[src/rtl/cv32e40p_irq_timer.sv]
// rtl/cv32e40p_irq_timer.sv - memory-mapped mtime/mtimecmp, software and fast IRQ responder driving core irq_i
// Zero-wait-state slave: reads are combinational from the address, writes commit on the clock edge.
module cv32e40p_irq_timer #(
   parameter logic [31:0] BASE_ADDR   = 32'h1A10_0000,
   parameter int unsigned NUM_EXT_IRQ = 16,
   parameter int unsigned MTIME_DIV   = 1
) (
   input  logic                   clk_i,
   input  logic                   rst_ni,
   input  logic [31:0]            bus_addr_i,
   input  logic                   bus_we_i,
   input  logic [3:0]             bus_be_i,
   input  logic [31:0]            bus_wdata_i,
   output logic [31:0]            bus_rdata_o,
   output logic                   bus_hit_o,
   input  logic [NUM_EXT_IRQ-1:0] ext_irq_i,
   output logic [31:0]            irq_o,
   input  logic                   irq_ack_i,
   input  logic [4:0]             irq_id_i
);

   localparam int unsigned CW = (MTIME_DIV > 1) ? $clog2(MTIME_DIV) : 1;
   localparam int unsigned N  = NUM_EXT_IRQ;

   logic [63:0]   mtime, mtime_nxt;
   logic [63:0]   mtimecmp;
   logic          msip;
   logic          timer_en;
   logic [N-1:0]  pending, pending_nxt;
   logic [N-1:0]  enable;
   logic [N-1:0]  prev;
   logic [N-1:0]  edge_set, clr, ack_mask;
   logic [CW-1:0] presc;
   logic          tick;
   logic [5:0]    offset;
   logic          wr;
   logic [31:0]   lane_mask;
   logic [31:0]   enable_w;
   logic          unused_addr;

   assign bus_hit_o   = (bus_addr_i[31:8] == BASE_ADDR[31:8]);
   assign offset      = bus_addr_i[7:2];
   assign wr          = bus_hit_o & bus_we_i;
   assign unused_addr = ^bus_addr_i[1:0];

   assign lane_mask = {{8{bus_be_i[3]}}, {8{bus_be_i[2]}}, {8{bus_be_i[1]}}, {8{bus_be_i[0]}}};

   function automatic logic [31:0] merge(input logic [31:0] old, input logic [31:0] wdata,
                                         input logic [31:0] mask);
      return (old & ~mask) | (wdata & mask);
   endfunction

   // Prescaler wrap is the only point where mtime advances.
   assign tick = timer_en && (presc == CW'(MTIME_DIV - 1));

   always_ff @(posedge clk_i or negedge rst_ni) begin
      if (!rst_ni) begin
         presc <= '0;
      end else if (timer_en) begin
         presc <= tick ? '0 : presc + 1'b1;
      end
   end

   // A software write to either half suppresses the increment, so no carry leaks across halves.
   always_comb begin
      mtime_nxt = mtime;
      if (wr && (offset == 6'h00 || offset == 6'h01)) begin
         if (offset == 6'h00) mtime_nxt[31:0]  = merge(mtime[31:0], bus_wdata_i, lane_mask);
         if (offset == 6'h01) mtime_nxt[63:32] = merge(mtime[63:32], bus_wdata_i, lane_mask);
      end else if (tick) begin
         mtime_nxt = mtime + 64'd1;
      end
   end

   always_ff @(posedge clk_i or negedge rst_ni) begin
      if (!rst_ni) begin
         mtime <= '0;
      end else begin
         mtime <= mtime_nxt;
      end
   end

   always_ff @(posedge clk_i or negedge rst_ni) begin
      if (!rst_ni) begin
         mtimecmp <= '1;
      end else if (wr) begin
         if (offset == 6'h02) mtimecmp[31:0]  <= merge(mtimecmp[31:0], bus_wdata_i, lane_mask);
         if (offset == 6'h03) mtimecmp[63:32] <= merge(mtimecmp[63:32], bus_wdata_i, lane_mask);
      end
   end

   assign enable_w = merge(32'(enable), bus_wdata_i, lane_mask);

   always_ff @(posedge clk_i or negedge rst_ni) begin
      if (!rst_ni) begin
         msip     <= 1'b0;
         timer_en <= 1'b0;
         enable   <= '0;
      end else if (wr) begin
         if (offset == 6'h04 && bus_be_i[0]) msip     <= bus_wdata_i[0];
         if (offset == 6'h07 && bus_be_i[0]) timer_en <= bus_wdata_i[0];
         if (offset == 6'h06)                enable   <= enable_w[N-1:0];
      end
   end

   always_comb begin
      ack_mask = '0;
      for (int k = 0; k < int'(N); k++) begin
         if (irq_ack_i && irq_id_i == 5'(16 + k)) ack_mask[k] = 1'b1;
      end
   end

   // Set beats clear: an edge arriving with an ack or W1C must not be lost.
   always_comb begin
      edge_set = ext_irq_i & ~prev;
      clr      = ack_mask;
      if (wr && offset == 6'h05) clr = clr | N'(bus_wdata_i & lane_mask);
      pending_nxt = (pending & ~clr) | edge_set;
   end

   always_ff @(posedge clk_i or negedge rst_ni) begin
      if (!rst_ni) begin
         prev    <= '0;
         pending <= '0;
      end else begin
         prev    <= ext_irq_i;
         pending <= pending_nxt;
      end
   end

   always_comb begin
      bus_rdata_o = '0;
      if (bus_hit_o) begin
         case (offset)
            6'h00:   bus_rdata_o = mtime[31:0];
            6'h01:   bus_rdata_o = mtime[63:32];
            6'h02:   bus_rdata_o = mtimecmp[31:0];
            6'h03:   bus_rdata_o = mtimecmp[63:32];
            6'h04:   bus_rdata_o = {31'b0, msip};
            6'h05:   bus_rdata_o = 32'(pending);
            6'h06:   bus_rdata_o = 32'(enable);
            6'h07:   bus_rdata_o = {31'b0, timer_en};
            default: bus_rdata_o = '0;
         endcase
      end
   end

   always_comb begin
      irq_o           = '0;
      irq_o[3]        = msip;
      irq_o[7]        = (mtime >= mtimecmp);
      irq_o[16 +: N]  = pending & enable;
   end

endmodule

[config.mk]
export PLATFORM = sky130hd
export DESIGN_NAME = cv32e40p_irq_timer
export DESIGN_NICKNAME = d
export VERILOG_FILES = /design/src/rtl/cv32e40p_irq_timer.sv
export SDC_FILE = /design/constraint.sdc
export NUM_CORES = 1
export LEC_CHECK = 0
export CORE_UTILIZATION = 34
export CTS_CLUSTER_DIAMETER = 200
export CTS_CLUSTER_SIZE = 10
export DETAILED_ROUTE_END_ITERATION = 16
export PLACE_DENSITY = 0.59
export RECOVER_POWER = 50
export SLEW_MARGIN = 15
export SYNTH_ARGS = -nofsm -noshare
export SYNTH_HDL_FRONTEND = slang
export SYNTH_SLANG_ARGS = --single-unit
export TNS_END_PERCENT = 100
[constraint.sdc]
create_clock -name clk_i -period 3.3 [get_ports clk_i]
set_clock_uncertainty 0.1 [all_clocks]
set_input_delay 0.495 -clock clk_i [delete_from_list [all_inputs] [get_ports clk_i]]
set_output_delay 0.495 -clock clk_i [all_outputs]
set_load 0.02 [all_outputs]
==> impl_metrics.tcl <==
set metrics [dict create \
    die_area_sq_um 36300 \
    avgSynthCellArea_sq_um 9.49 \
    fp.dieW_um 191 \
    cts_root_buf "clkbuf_16" \
    cts_setup_buffers 0 \
    grt_pass1_wl_mm 66.3 \
    dpl_cell_area_sq_um 15300 \
    ctsLongestPathBuffers 2 \
    leakage_nw 6.66 \
    maxCapViolCount 1 \
    async_flop_share_pct 100 \
    cts_tree "yes" \
    ir_drop_mv 0.393 \
    end_kind "output port" \
    fin_area_sq_um 15900 \
    drive_above_1_share_pct 27.5 \
    r2r_cells 7 \
    slew_headroom_pct -34.6 \
    clk_latency_ns 0.45 \
    crit_path_top_delay_cell "dfstp_2" \
    yosys.area.top_type "dfrtp_1" \
    ys_top_cells_by_area "dfrtp_1 (24%), dfstp_2 (14%), mux2_2 (7.8%)" \
    hp-class "flop to flop" \
    synthTopCellsByCount "nand2_1 (121), dfrtp_1 (115), a21oi_1 (106)" \
    num_vias 11600 \
    synth_edf_count 0 \
    area_delta_synth_final_pct 31.8 \
    power_density_nw_per_um2 299 \
    violations "max-capacitance violations, max-slew violations, negative setup slack" \
    drt_iter0_drc 883 \
    critical-path-max-stage-delay_ns 0.54 \
    drtPass1Iterations 7 \
    final-setup-viol-count 1 \
    required_ns 2.70 \
    cp_max_fo 3 \
    utilization_pct 45.8 \
    wl_per_cell_um 20.8 \
    antenna_found_initial 0 \
    worst_slew_pin_slew_ns 2.02 \
    finalHoldViolCount 0 \
    nets 1721 \
    crit_path_end "irq_o[7]" \
    crit_family "compound AO/OA/AOI/OAI gates" \
    report.final.slew_viol_count 77 \
    yosys.area.top_type_share_pct 23.8 \
    crit_buf_inv 2 \
    core_sq_um 34800 \
    rows 68 \
    status "finished, violations left" \
    power_mw 4.77 \
    fmax_ghz 0.297 \
    finalCritPeriodShare_pct 102 \
    path_depth 9 \
    track_usage_pct 23.9 \
    gp_congestion 0.960 \
    totalWireLength_mm 42.2 \
    grt_pass1_vias 11500 \
    initial_core_util_pct 34.8 \
    synth_top_flop_cell "dfrtp_1" \
    clk_pin_slew_ns 0.07 \
    fin_ws_ns -0.0667 \
    vias_per_cell 5.69 \
    worstSetupPathType "flop to output port" \
    htree_levels 4 \
    min_from "prev[15]$_DFF_PN0_" \
    finalWorstPathRequiredPeriod_ns 3.37 \
    numCtsBuffers 17 \
    dp.final_hpwl_mm 32.6 \
    syn_inst 1274 \
    rrSetupSlack_ns 0.32 \
    crit_chain "inv_1 -> ha_1 -> o21a_1 -> o211ai_1 -> a21oi_2 -> or4b_4 -> a311oi_2 -> o21ai_2 -> buf_2" \
    die_h_um 191 \
    ant_nets 0 \
    grt_max_degree 77 \
    drc 0 \
    startpoint_type "flop" \
    grt_setup_unrepaired "yes" \
    syn-cell-area_sq_um 12100 \
    dp_worst_setup_slack_ns -0.268 \
    port_buffers 141 \
    cts_sinks 179 \
    synth-seq-cells 179 \
    yosysWarnings 0 \
    n_antenna_cell 0 \
    gr-total-overflow 0 \
    io-pin-count 158 \
    yosysSeqAreaShare_pct 37.7 \
    cts_hold_buf 0 \
    critPathArrivalTime_ns 2.77 \
    ys_types 82 \
    synthMostInstantiatedCell "nand2_1" \
]
## how the worst min path moves through the flow
stage / end / depth (start not counted)
after detailed placement: pending[11]$_DFF_PN0_ / 1
final: pending[15]$_DFF_PN0_ / 1
after global placement: pending[5]$_DFF_PN0_ / 1
after floorplan: asynchronous set/reset pin / 0
after global routing: pending[15]$_DFF_PN0_ / 1
after CTS: asynchronous set/reset pin / 1
## layout make-up
class,count,area (sq um)
repair buffers,329,2900
flip-flops and latches,179,4560
well taps,455,569
fillers,3353,18900
multi-input cells,936,6910
clock buffers,20,447
clock inverters,12,170
inverters,100,375
## repair_timing
| item | in CTS | in global routing |
|---|---|---|
| gates resized for setup | 45 | 11 |
| endpoints found under the setup margin | 32 | 5 |
| pin swaps | 1 | 1 |
## cell families (layout without fill, tap and decap cells)
group	after synthesis	after routing	synth area share [%]
flip-flops	179	179	37.7
buffers and inverters	172	461	6.07
other	1	14	0.0310
multiplexers	119	119	14.1
AO/OA/AOI/OAI	345	345	18.2
AND/OR/NAND/NOR	392	392	17.1
adder cells (fa/ha/maj)	65	65	6.73
XOR/XNOR	1	1	0.0724
## where the power goes
part | total [mW] | internal (mW) | leakage [nW] | switching [mW]
Clock | 2.19 | 1.23 | 0.298 | 0.961
Sequential | 2.22 | 2.21 | 2.04 | 0.00742
Combinational | 0.351 | 0.154 | 4.33 | 0.197
## through the flow
| step | hold WS [ns] | std cells | setup TNS [ns] |
|---|---|---|---|
| 2_1_floorplan | 0.0994 | 1287 | 0 |
| 3_3_place_gp | 0.301 | 1999 | -4.63 |
| 3_5_place_dp | 0.309 | 1999 | -3.75 |
| 4_1_cts | 0.00183 | 2031 | -0.0965 |
| 5_1_grt | 0.331 | 2031 | -0.200 |
| 6_report | 0.317 | 2031 | -0.0667 |
## worst register-to-register path: stages, from the launching register on
cell       delay, ns
dfrtp_1         0.36
buf_4           0.14
nand3_1         0.24
or2_2           0.42
or4_1           0.78
or4_1           0.61
o2bb2ai_1       0.14
a21oi_1         0.13
## metal layers
layer | vias to the layer above | wire length [um] | track usage (%)
li1 | 5340 | - | -
met1 | 5653 | 18400 | 31.5
met2 | 480 | 19500 | 38.8
met3 | 83 | 2780 | 4.32
met4 | 0 | 1480 | 9.17
met5 | - | 0 | 0
## cell usage in the layout, fill, tap and decap left out, drive strengths merged, types with 20 or more instances in the layout
cell / count
nor3: 28
clkbuf: 27
o21ai: 78
dfrtp: 115
a22oi: 22
nor2: 43
nand3: 47
ha: 65
dlygate4sd3: 21
nand2: 122
mux2: 84
nor2b: 20
inv: 104
nor4: 22
buf: 185
nand4: 34
dfstp: 64
dlygate4sd2: 28
mux4: 32
clkdlybuf4s50: 84
a21oi: 106
Note: power is estimated with default switching activity, not from simulation.
